===== config.mk =====
export PLATFORM = sky130hd
export DESIGN_NAME = led_blinker
export DESIGN_NICKNAME = d
export VERILOG_FILES = /design/src/rtl/led_pkg.sv /design/src/rtl/blink_timer.sv /design/src/rtl/led_blinker.sv
export SDC_FILE = /design/constraint.sdc
export NUM_CORES = 1
export LEC_CHECK = 0
export BUFFER_PORTS_ARGS = -buffer_cell sky130_fd_sc_hd__clkbuf_2
export CAP_MARGIN = 10
export CORE_AREA = 2 2 39 41
export DETAILED_ROUTE_END_ITERATION = 10
export DIE_AREA = 0 0 41 43
export PLACE_DENSITY_LB_ADDON = 0.15
export SETUP_SLACK_MARGIN = 0.2
export SLEW_MARGIN = 20
export SYNTH_ARGS = -nofsm -noshare
export SYNTH_HDL_FRONTEND = slang
export SYNTH_SLANG_ARGS = --single-unit

===== constraint.sdc =====
create_clock -name clk -period 6.4 [get_ports clk]
set_clock_uncertainty 0.15 [all_clocks]
set_input_delay 0.32 -clock clk [delete_from_list [all_inputs] [get_ports clk]]
set_output_delay 0.32 -clock clk [all_outputs]
set_load 0.01 [all_outputs]

===== src/rtl/led_pkg.sv =====
// Shared FSM state type and default timing constants for the LED blinker.
package led_pkg;

  typedef enum logic [1:0] {
    IDLE = 2'd0,
    ON   = 2'd1,
    OFF  = 2'd2
  } state_t;

  localparam int unsigned DEF_ON_CYCLES  = 4;
  localparam int unsigned DEF_OFF_CYCLES = 2;
  localparam int unsigned DEF_CNT_W      = 4;

endpackage


===== src/rtl/blink_timer.sv =====
// Loadable down-counter; done is high while the count sits at zero.
module blink_timer #(
  parameter int unsigned W = 3
) (
  input  logic         clk,
  input  logic         rst_n,
  input  logic         load,
  input  logic [W-1:0] load_val,
  output logic         done
);

  logic [W-1:0] count;

  always_ff @(posedge clk or negedge rst_n) begin
    if (!rst_n) begin
      count <= '0;
    end else if (load) begin
      count <= load_val;
    end else if (count != '0) begin
      count <= count - W'(1);
    end
  end

  assign done = (count == '0);

endmodule


===== src/rtl/led_blinker.sv =====
// Request-queued LED blinker: ON/OFF phases timed by one shared blink_timer.
// Define LED_BLINKER_OVF_FLAG_EN to add the sticky ovf output for dropped requests.
module led_blinker
  import led_pkg::*;
#(
  parameter int unsigned ON_CYCLES  = DEF_ON_CYCLES,
  parameter int unsigned OFF_CYCLES = DEF_OFF_CYCLES,
  parameter int unsigned CNT_W      = DEF_CNT_W
) (
  input  logic             clk,
  input  logic             rst_n,
  input  logic             pulse_n,
  output logic             led,
  output logic             busy,
  output logic [CNT_W-1:0] pending
`ifdef LED_BLINKER_OVF_FLAG_EN
  ,
  output logic             ovf
`endif
);

  localparam int unsigned MAX_CYC = (ON_CYCLES > OFF_CYCLES) ? ON_CYCLES : OFF_CYCLES;
  localparam int unsigned TW      = $clog2(MAX_CYC) + 1;
  localparam logic [TW-1:0]    ON_LD    = TW'(ON_CYCLES - 1);
  localparam logic [TW-1:0]    OFF_LD   = TW'(OFF_CYCLES - 1);
  localparam logic [CNT_W-1:0] PEND_MAX = '1;

  state_t            state, state_next;
  logic              req;
  logic              start;
  logic              load;
  logic [TW-1:0]     load_val;
  logic              done;
  logic [CNT_W-1:0]  pending_next;

  assign req = ~pulse_n;

  blink_timer #(.W(TW)) u_timer (
    .clk      (clk),
    .rst_n    (rst_n),
    .load     (load),
    .load_val (load_val),
    .done     (done)
  );

  always_ff @(posedge clk or negedge rst_n) begin
    if (!rst_n) begin
      state   <= IDLE;
      led     <= 1'b0;
      busy    <= 1'b0;
      pending <= '0;
    end else begin
      state   <= state_next;
      led     <= (state_next == ON);
      busy    <= (state_next != IDLE);
      pending <= pending_next;
    end
  end

  // At the end of OFF a request arriving on that very edge is started directly,
  // so back-to-back blinks never pass through IDLE.
  always_comb begin
    state_next = state;
    start      = 1'b0;
    load       = 1'b0;
    load_val   = '0;
    unique case (state)
      IDLE: start = (pending != '0);
      ON: begin
        if (done) begin
          state_next = OFF;
          load       = 1'b1;
          load_val   = OFF_LD;
        end
      end
      OFF: begin
        if (done) begin
          if (pending != '0 || req) start = 1'b1;
          else                      state_next = IDLE;
        end
      end
      default: state_next = IDLE;
    endcase
    if (start) begin
      state_next = ON;
      load       = 1'b1;
      load_val   = ON_LD;
    end
  end

  always_comb begin
    pending_next = pending;
    if (req && !start) begin
      if (pending != PEND_MAX) pending_next = pending + CNT_W'(1);
    end else if (!req && start) begin
      pending_next = pending - CNT_W'(1);
    end
  end

`ifdef LED_BLINKER_OVF_FLAG_EN
  logic drop;
  assign drop = req && !start && (pending == PEND_MAX);

  always_ff @(posedge clk or negedge rst_n) begin
    if (!rst_n)    ovf <= 1'b0;
    else if (drop) ovf <= 1'b1;
  end
`endif

endmodule


==> impl_results.md, run 1 <==
* Initial DRC Count at 5
* I/O pin count at 9
* Most frequent cells in the layout: dfrtp_1 (11), clkbuf_2 (8), a21oi_1 (7), nand2_1 (7)
* Register area share after synthesis at 40.07%
* Yosys warns at 0
* Pre-Repair DR Iteration Count at 4
* RSZ-0062 raised after global routing: false
* GP Congestion at 0.7918
* Tcrit/Tclk final at 40.71%
* Placeable Area at 1384 µm²
* Area of the multi-input gates at 381.6 µm²
* Area after DPL at 732.0 µm²
* Antenna violations before repair at 0
* Total track usage at 18.76%
* Final Slew Violations at 0
* Arrival @ worst endpoint at 2.62 ns
* Commonest non-fill, non-tap cell in the layout: dfrtp_1
* Worst R2R Start: pending[0]$_DFFE_PN0P_
* Synth top area share at 40.07%
* Post-Layout Inst Area at 768.2 µm²
* Slew HR at 71.59%
* Synth unique cells at 31
* Count of final setup violators at 0
* Pleak at 0.3434 nW
* Worst r2r path cells at 9
* Storage cell area at 275.3 µm²
* Flop2flop setup slack at 3.79 ns
* # port buffers at 8
* Vias in the first global route at 489
* Die X at 41 µm
* Synth area leader: dfrtp_1
* Critical path type: reg -> reg
* Htree depth at 1
* Setup TNS at 0 ns
* Worst Path Max Fanout at 7
* Post-Syn Instances at 67
* Worst R2R End: pending[3]$_DFFE_PN0P_
* First-pass GRT wire length at 2.159 mm
* Hold_ws at 0.2936 ns
* Pwr/cell area at 534.7 nW/µm²
* Num rows at 14
* Via Count at 521
* CP Data Required Time at 6.41 ns
* DR vias/cell at 5.543
* Status: finished clean
* Crit end category: register
* Largest net degree at the start of global routing at 14
* Worst Setup Start Kind: register
* Max-Cap Viols at 0
* Post-Route WL at 1.199 mm
* CTS Buf Count at 3
* Hold Crit Class: in -> async
* Async S/R FF share, synth at 100.0%
* Max VDD drop at 0.2221 mV
* Max Buffers Root-to-Sink at 2
* Mapped Area at 686.9 µm²
* Top_reg_cell synth: dfrtp_1
* Synth area leaders: dfrtp_1 (40%), ha_1 (7.3%), a21oi_1 (5.1%), nand2_1 (3.8%), mux2_2 (3.3%)
* FMAX at 0.3838 GHz
* Number of flops mapped to enable cells by yosys at 0
* Final Net Count at 87
* Initial Utilization at 49.64%
* DIE AREA at 1763 µm²
* Final Critical Period at 2.605 ns
* Worst-Margin Slew at 0.4236 ns
* Share of layout cells above drive strength 1 at 23.08%
* Antenna cell count at 0
* CTS tree: done
* Post-CTS Setup Bufs at 0
* Area grow syn2layout at 11.84%
* Detail Route Antenna Nets at 0
* Root Driver: clkbuf_4
* Chip Height at 43 µm
* CTS sink cnt at 11
* DRC viols at 0
* Final hold violation count at 0
* Syn Nets at 75
* Routed length per instance at 12.76 µm
* Yosys reg bits at 11
* Clock-pin slew on the worst setup and hold paths at 0.07 ns
* Fillers at 134
* Post-Syn Area per Cell at 10.25 µm²
* HPWL after detailed placement at 953.8 µm
* Global route overflow at 0
* Clock Latency Late Sink at 0.28 ns
-- worst max-delay path, stage by stage, from the launching register on --
cell,delay [ns]
dfrtp_1,0.48
or4_4,0.59
o21ai_4,0.17
nand2_1,0.14
ha_1,0.34
a21oi_1,0.15
nand2_1,0.09
nor3b_1,0.18
a31oi_1,0.08
xnor2_1,0.13
-- worst max-delay path by stage --
stage                                      start                      to
after floorplan           pending[0]$_DFFE_PN0P_  pending[3]$_DFFE_PN0P_
after global placement    pending[0]$_DFFE_PN0P_  pending[3]$_DFFE_PN0P_
after detailed placement  pending[0]$_DFFE_PN0P_  pending[3]$_DFFE_PN0P_
after CTS                 pending[0]$_DFFE_PN0P_  pending[3]$_DFFE_PN0P_
after global routing      pending[0]$_DFFE_PN0P_  pending[3]$_DFFE_PN0P_
final                     pending[0]$_DFFE_PN0P_  pending[3]$_DFFE_PN0P_
-- state kept, by name, indices dropped and copies added, names as in the netlist --
signal,count
pending,4
u_timer.count,3
state,2
busy,1
led,1
-- cell usage after synthesis, types with 2 or more instances --
cell and n:
a22o_1 2, nor2_1 3, nand3_1 4, a21oi_1 7, nand2_1 7, ha_1 4, mux2_2 2, dfrtp_1 11
inv_1 4, o22a_1 2
-- power by group --
group          total (mW)  switching (mW)  internal, mW
Clock              0.0482          0.0240        0.0242
Combinational       0.210           0.105         0.104
Sequential          0.153          0.0493         0.104
Total               0.411           0.179         0.232
-- layout make-up --
type | count | area share (%)
Multi-Input combinational cell | 50 | 49.67
Sequential cell | 11 | 35.83
Timing Repair Buffer | 9 | 6.515
Clock buffer | 4 | 3.420
Tap cell | 16 | 2.606
Inverter | 4 | 1.954
-- kinds of logic after synthesis --
| kind of cell | count (synthesis) | share of synthesized area [%] |
|---|---|---|
| AO/OA/AOI/OAI | 18 | 19.67 |
| multiplexers | 3 | 4.736 |
| XOR/XNOR | 2 | 2.551 |
| adder cells (fa/ha/maj) | 5 | 10.20 |
| flip-flops | 11 | 40.07 |
| AND/OR/NAND/NOR | 22 | 18.40 |
| buffers and inverters | 6 | 4.370 |
-- metrics by stage --
stage | utilization, % | cells | setup WS, ns | total power, mW
global placement | 52.89 | 89 | 3.814 | 0.3632
global route | 55.52 | 94 | 3.620 | 0.4575
CTS | 55.52 | 94 | 3.772 | 0.4182
floorplan | - | 67 | 3.908 | 0.3177
detailed placement | 52.89 | 89 | 3.779 | 0.3688
finish | 55.52 | 94 | 3.795 | 0.4107
-- what timing repair did --
action	in CTS	in global routing
resized for setup	0	0
hold buffers	1	0
endpoints found under the setup margin	0	0
endpoints found under the hold margin	11	0
-- layer usage --
metal	wire length (µm)	vias to the layer above	GRT usage (%)
met2	631	5	27.50
met5	0	-	0
met4	23	0	8.000
met1	508	250	23.31
met3	36	4	7.853
li1	-	262	-
No activity file was read; power rests on OpenSTA's default activity.
==> run 2, diff against run 1 <==
==> constraint.sdc (replaced) <==
create_clock -name clk -period 2.6 [get_ports clk]
set_clock_uncertainty 0.15 [all_clocks]
set_input_delay 0.13 -clock clk [delete_from_list [all_inputs] [get_ports clk]]
set_output_delay 0.13 -clock clk [all_outputs]
set_load 0.01 [all_outputs]
==> impl_results.md, run 2 (synthesis results as in run 1) <==
* Status: finished clean
* Via Count at 572 (+9.8%)
* Pwr/cell area at 1335 nW/µm² (+150%)
* Largest register FFs at 4 (unchanged)
* Antenna violations before repair at 0 (unchanged)
* # port buffers at 8 (unchanged)
* Slew HR at 69.75% (-1.8 points)
* Placed cell count at 92 (+3.4%)
* Final Slew Violations at 0 (unchanged)
* Max VDD drop at 0.6082 mV (+170%)
* Routed length per instance at 12.58 µm (-1.4%)
* Sequential power share at 29.3% (-8.0 points)
* Worst-Margin Slew at 0.4511 ns (+0.02753 ns)
* Int Pwr at 0.6844 mW (+190%)
* Htree depth at 1 (unchanged)
* Global route overflow at 0 (unchanged)
* Most frequent cells in the layout: buf_4 (9), dfrtp_1 (8), clkbuf_2 (8)
* Total track usage at 17.72% (-1.0 points)
* Critical path type: reg -> reg
* Max Buffers Root-to-Sink at 2 (unchanged)
* CTS Buf Count at 3 (unchanged)
* Pleak at 0.3865 nW (+13%)
* Num rows at 14 (unchanged)
* Setup TNS at 0 ns (unchanged)
* CTS tree: done
* GP Congestion at 0.6696 (-15%)
* HPWL after detailed placement at 946.9 µm (-0.72%)
* Post-Route WL at 1.296 mm (+8.1%)
* Initial DRC Count at 8 (+3)
* Max-Cap Viols at 0 (unchanged)
* Antenna cell count at 0 (unchanged)
* Biggest regs: pending: 4 flops, u_timer.count: 3 flops, state: 2 flops
* Final Critical Period at 2.371 ns (-0.2345 ns)
* Crit end category: register
* Final Net Count at 96 (+10%)
* Hold Crit Class: in -> async
* Arrival @ worst endpoint at 2.38 ns (-0.24 ns)
* FMAX at 0.4218 GHz (+9.9%)
* CTS sink cnt at 11 (unchanged)
* Chip Height at 43 µm (unchanged)
* Tcrit/Tclk final at 91.19% (+50 points)
* First-pass GRT wire length at 2.090 mm (-3.2%)
* DIE AREA at 1763 µm² (unchanged)
* Detail Route Antenna Nets at 0 (unchanged)
* CP Data Required Time at 2.60 ns (-3.81 ns)
* Layout Cells excl Fill at 103 (+9.6%)
* Pre-Repair DR Iteration Count at 4 (unchanged)
* Reg with most FFs: pending
* Clock-pin slew on the worst setup and hold paths at 0.07 ns (about the same)
* Sw Share at 41.40% (-2.1 points)
* Die X at 41 µm (unchanged)
* Share of layout cells above drive strength 1 at 41.38% (+18 points)
* Root Driver: clkbuf_4
* I/O pin count at 9 (unchanged)
* Sw power at 0.4834 mW (+170%)
* Initial Utilization at 49.64% (unchanged)
* Hold_ws at 0.1133 ns (-0.1802 ns)
* Clock network power share at 9.7% (-2.0 points)
* RSZ-0062 raised after global routing: true
* Worst Path Max Fanout at 4 (-3)
* Placeable Area at 1384 µm² (unchanged)
* DR vias/cell at 5.553 (+0.20%)
* Vias in the first global route at 518 (+5.9%)
* Final hold violation count at 0 (unchanged)
* Area grow syn2layout at 27.32%
* Count of final setup violators at 0 (unchanged)
* Combinational share of power at 60.9% (+9.9 points)
* Largest net degree at the start of global routing at 14 (unchanged)
* Commonest non-fill, non-tap cell in the layout: buf_4
* DRC viols at 0 (unchanged)
* Worst Setup Start Kind: register
* Clock Latency Late Sink at 0.27 ns (about the same)
run 2: changes by cell type in the layout (fill, tap and decap cells not counted), sizes merged:
cell	delta
buf	+9
run 2: metal layers:
| metal | part of all wire, % | up-vias | track usage [%] |
|---|---|---|---|
| met5 | 0 | - | 0 |
| met4 | 1.1 | 0 | 8.000 |
| met3 | 4.2 | 2 | 4.712 |
| met2 | 50 | 14 | 27.81 |
| met1 | 44 | 269 | 21.55 |
| li1 | - | 287 | - |
run 2: final cells by class:
cell class / instances / area (µm²)
flip-flops and latches: 11 / 279.0
repair buffers: 18 / 117.6
multi-input cells: 50 / 416.7
fillers: 127 / 509.2
well taps: 16 / 20.02
inverters: 4 / 15.01
clock buffers: 4 / 26.28
run 2: worst paths after layout:
| path | start | to | slack (ns) | cells past startpoint |
|---|---|---|---|---|
| worst max-delay path | pending[0]$_DFFE_PN0P_ | pending[2]$_DFFE_PN0P_ | 0.23 | 7 |
| worst min-delay path | rst_n | u_timer.count[1]$_DFFE_PN0P_ | 0.11 | 2 |
| worst max register to register | pending[0]$_DFFE_PN0P_ | pending[2]$_DFFE_PN0P_ | 0.23 | 7 |
| worst min register to register | u_timer.count[2]$_DFFE_PN0P_ | u_timer.count[2]$_DFFE_PN0P_ | 0.44 | 2 |
| max in group asynchronous | rst_n | pending[0]$_DFFE_PN0P_ | 1.95 | 2 |
| min in group clk | pulse_n | busy$_DFF_PN0_ | 0.12 | 4 |
run 2: what timing repair did:
action,in CTS,in global routing
endpoints found under the hold margin,11,0
setup endpoints to repair,1,1
pin swaps,1,5
resized for setup,2,4
setup buffers,0,6
hold buffers,1,0
gates cloned,0,0
run 2: per-stage QoR:
step	util, %	instance area [µm²]	worst slack, ns	power (mW)
after CTS	58.77	813.3	0.2126	1.089
after detailed placement	55.79	772.0	0.1612	0.9620
after global placement	55.79	772.0	0.2193	0.9535
final	63.20	874.6	0.2291	1.168
after floorplan	-	704.4	0.2190	0.8031
after global routing	63.20	874.6	0.1657	1.278
run 2: worst max-delay path, stage by stage (launching register included):
cell and delay, ns:
dfrtp_2 0.40, or4_4 0.55, o21ai_4 0.23, nand2_4 0.09
buf_4 0.14, fa_1 0.36, xor2_1 0.17, o22a_1 0.17
run 2: power by group through the flow:
stage | combinational, mW | clock [mW] | sequential (mW)
5_1_grt | 0.795 | 0.126 | 0.356
4_1_cts | 0.623 | 0.120 | 0.346
3_3_place_gp | 0.611 | 0 | 0.342
2_1_floorplan | 0.429 | 0 | 0.374
3_5_place_dp | 0.617 | 0 | 0.345
6_report | 0.712 | 0.114 | 0.342
==> run 3, diff against run 2 <==
--- a/config.mk
+++ b/config.mk
@@ -5,6 +5,7 @@
 export SDC_FILE = /design/constraint.sdc
 export NUM_CORES = 1
 export LEC_CHECK = 0
+export ABC_AREA = 1
 export BUFFER_PORTS_ARGS = -buffer_cell sky130_fd_sc_hd__clkbuf_2
 export CAP_MARGIN = 10
 export CORE_AREA = 2 2 39 41
==> impl_results.md, run 3 <==
* Mapped Area at 634.4 µm² (-7.7%)
* Arrival @ worst endpoint at 2.19 ns (-0.19 ns)
* Clock-pin slew on the worst setup and hold paths at 0.07 ns (about the same)
* Flop2flop setup slack at 0.42 ns (+0.19 ns)
* Number of flops mapped to enable cells by yosys at 0 (unchanged)
* Root Driver: clkbuf_4
* Synth unique cells at 20 (-35%)
* Post-Syn Area per Cell at 8.030 µm² (-22%)
* Worst R2R End: pending[3]$_DFFE_PN0P_
* Num rows at 14 (unchanged)
* Pwr/cell area at 1362 nW/µm² (+2.0%)
* Syn Nets at 87 (+16%)
* Reg with most FFs: pending
* Worst Path Max Fanout at 9 (+5)
* CTS Buf Count at 3 (unchanged)
* Async S/R FF share, synth at 100.0% (unchanged)
* Synth top area share at 43.39% (+3.3 points)
* Global route overflow at 0 (unchanged)
* Synth area leaders: dfrtp_1 (43%), nand2_1 (13%), ha_1 (7.9%), inv_1 (7.1%), nor2_1 (4.7%)
* RSZ-0062 raised after global routing: false
* Worst R2R Start: u_timer.count[1]$_DFFE_PN0P_
* DR vias/cell at 4.973 (-10%)
* CP delay by family, top: simple AND/OR/NAND/NOR gates
* Area of the multi-input gates at 334.1 µm² (-20%)
* Critical path's slowest cell: dfrtp_1
* Placed cell count at 104 (+13%)
* Sw power at 0.4894 mW (+1.2%)
* # port buffers at 8 (unchanged)
* Register area share after synthesis at 43.39% (+3.3 points)
* Area grow syn2layout at 23.27%
* Hold Crit Class: in -> async
* Most frequent cell after synthesis: nand2_1
* Max Buffers Root-to-Sink at 2 (unchanged)
* HPWL after detailed placement at 952.2 µm (+0.56%)
* Initial Utilization at 45.84% (-3.8 points)
* Largest net degree at the start of global routing at 12 (-2)
* Yosys warns at 0 (unchanged)
* Final Critical Period at 2.183 ns (-0.1877 ns)
* Yosys reg bits at 11 (unchanged)
* Synth cell count leaders: nand2_1 (22), inv_1 (12), dfrtp_1 (11), nor2_1 (8)
* Combinational share of power at 58.2% (-2.7 points)
* Critical path type: reg -> reg
* Post-Route WL at 1.247 mm (-3.8%)
* Int Pwr at 0.5757 mW (-16%)
* GP Congestion at 0.6555 (-2.1%)
* Status: finished clean
* Share of layout cells above drive strength 1 at 30.53% (-11 points)
* Synth area leader: dfrtp_1
* Placeable Area at 1384 µm² (unchanged)
* DIE AREA at 1763 µm² (unchanged)
* Crit path buffers/inverters at 3 (+2)
* CP cell instances: inv_2 -> ha_2 -> nand2_4 -> nor2_4 -> nand2_2 -> nand2_4 -> inv_2 -> nand2_2 -> ha_4 -> nand2_1 -> nand2_1 -> a31oi_1 -> inv_1 -> nand2_1 -> nand2_1 -> nand2_1 -> nand2_1
* Biggest regs: pending: 4 flops, u_timer.count: 3 flops, state: 2 flops
* I/O pin count at 9 (unchanged)
* Commonest non-fill, non-tap cell in the layout: nand2_1
* CP Data Required Time at 2.61 ns (about the same)
* Setup TNS at 0 ns (unchanged)
* Fillers at 136 (+7.1%)
* Antenna cell count at 0 (unchanged)
* Total track usage at 17.66% (-0.054 points)
* Via Count at 552 (-3.5%)
* Final Slew Violations at 0 (unchanged)
* Final Net Count at 104 (+8.3%)
* Worst r2r path cells at 17 (+10)
* Final core occ at 56.51% (-6.7 points)
* Routed length per instance at 11.23 µm (-11%)
* Count of final setup violators at 0 (unchanged)
* Peak per-stage delay on the critical path at 0.38 ns (-0.17 ns)
* Post-Syn Instances at 79 (+18%)
* FMAX at 0.4580 GHz (+8.6%)
* First-pass GRT wire length at 2.125 mm (+1.7%)
* Max VDD drop at 0.6036 mV (-0.76%)
* CTS sink cnt at 11 (unchanged)
* Top_reg_cell synth: dfrtp_1
* Worst path most repeated cell: nand2_1
* Sequential power share at 31.0% (+1.7 points)
* Worst Setup Start Kind: register
* Slew HR at 75.75% (+6.0 points)
* Chip Height at 43 µm (unchanged)
* DRC viols at 0 (unchanged)
* Clock Latency Late Sink at 0.26 ns (about the same)
* CTS tree: done
* Crit end category: register
* Initial DRC Count at 7 (-1)
* Most frequent cells in the layout: nand2_1 (21), dfrtp_1 (10), inv_1 (9)
* Pleak at 0.4093 nW (+5.9%)
* Final hold violation count at 0 (unchanged)
* Largest register FFs at 4 (unchanged)
* Htree depth at 1 (unchanged)
* Sw Share at 45.95% (+4.6 points)
* Tcrit/Tclk final at 83.97% (-7.2 points)
* Worst-Margin Slew at 0.3592 ns (-0.09194 ns)
* Clock network power share at 10.7% (+1.0 points)
* Antenna violations before repair at 0 (unchanged)
* Pre-Repair DR Iteration Count at 3 (-1)
* Detail Route Antenna Nets at 0 (unchanged)
* Storage cell area at 276.5 µm² (-0.90%)
* Die X at 41 µm (unchanged)
* Max-Cap Viols at 0 (unchanged)
* Vias in the first global route at 513 (-0.97%)
* Layout Cells excl Fill at 111 (+7.8%)
-- run 3: changes by cell type in the layout (fill, tap and decap cells not counted), moves of 3 or more --
cell / delta
nand2_1: +15
buf_4: -6
inv_1: +5
inv_2: +5
nor2_1: +5
nand2_2: +4
a21oi_1: -3
-- run 3: cell families after synthesis --
family	count (synthesis)	synth area share, %
flops	11	43.39
xor+xnor	1	1.381
fa+ha+maj	5	11.05
buf+inv	14	8.284
compound gates	7	7.102
simple gates	41	28.80
-- run 3: power by group through the flow --
stage                     clock, mW  combinational (mW)  sequential (mW)
after floorplan                   0               0.391            0.344
after global placement            0               0.542            0.324
after global routing          0.129               0.714            0.347
final                         0.114               0.620            0.331
after CTS                     0.119               0.570            0.325
after detailed placement          0               0.566            0.329
-- run 3: worst max-delay path by stage --
stage | from | endpoint | slack, ns | depth (start not counted)
6_report | u_timer.count[1]$_DFFE_PN0P_ | pending[3]$_DFFE_PN0P_ | 0.42 | 17
5_1_grt | u_timer.count[1]$_DFFE_PN0P_ | pending[3]$_DFFE_PN0P_ | 0.18 | 17
4_1_cts | u_timer.count[0]$_DFFE_PN0P_ | pending[3]$_DFFE_PN0P_ | 0.20 | 17
3_5_place_dp | u_timer.count[0]$_DFFE_PN0P_ | pending[3]$_DFFE_PN0P_ | 0.21 | 17
3_3_place_gp | u_timer.count[0]$_DFFE_PN0P_ | pending[3]$_DFFE_PN0P_ | 0.25 | 17
2_1_floorplan | u_timer.count[0]$_DFFE_PN0P_ | pending[3]$_DFFE_PN0P_ | 0.45 | 17
-- run 3: routing by layer --
layer	track usage, %	share of wire, %
met2	27.50	54
met4	8.000	1.5
met5	0	0
met3	4.712	3.1
met1	21.67	41
-- run 3: cell type report --
type	instances	share of cell area (%)
inverter	14	6.720
multi-input combinational	54	42.72
timing repair buffer	12	9.280
tap	16	2.560
clock buffer	4	3.360
sequential	11	35.36
-- run 3: repair_timing --
action / in CTS / in global routing
endpoints found under the hold margin: 11 / 0
gates resized for setup: 0 / 9
setup endpoints to repair: 0 / 1
hold buffers: 1 / 0
buffers inserted: 0 / 2
-- run 3: stage by stage --
| step | hold WS, ns | area (µm²) | total power, mW | setup WS (ns) |
|---|---|---|---|---|
| 4_1_cts | 0.1176 | 738.2 | 1.014 | 0.2027 |
| 3_3_place_gp | -0.1344 | 701.9 | 0.8667 | 0.2502 |
| 5_1_grt | 0.1453 | 782.0 | 1.190 | 0.1766 |
| 6_report | 0.1167 | 782.0 | 1.065 | 0.4168 |
| 3_5_place_dp | -0.1311 | 701.9 | 0.8948 | 0.2110 |
| 2_1_floorplan | -0.3156 | 634.4 | 0.7348 | 0.4469 |
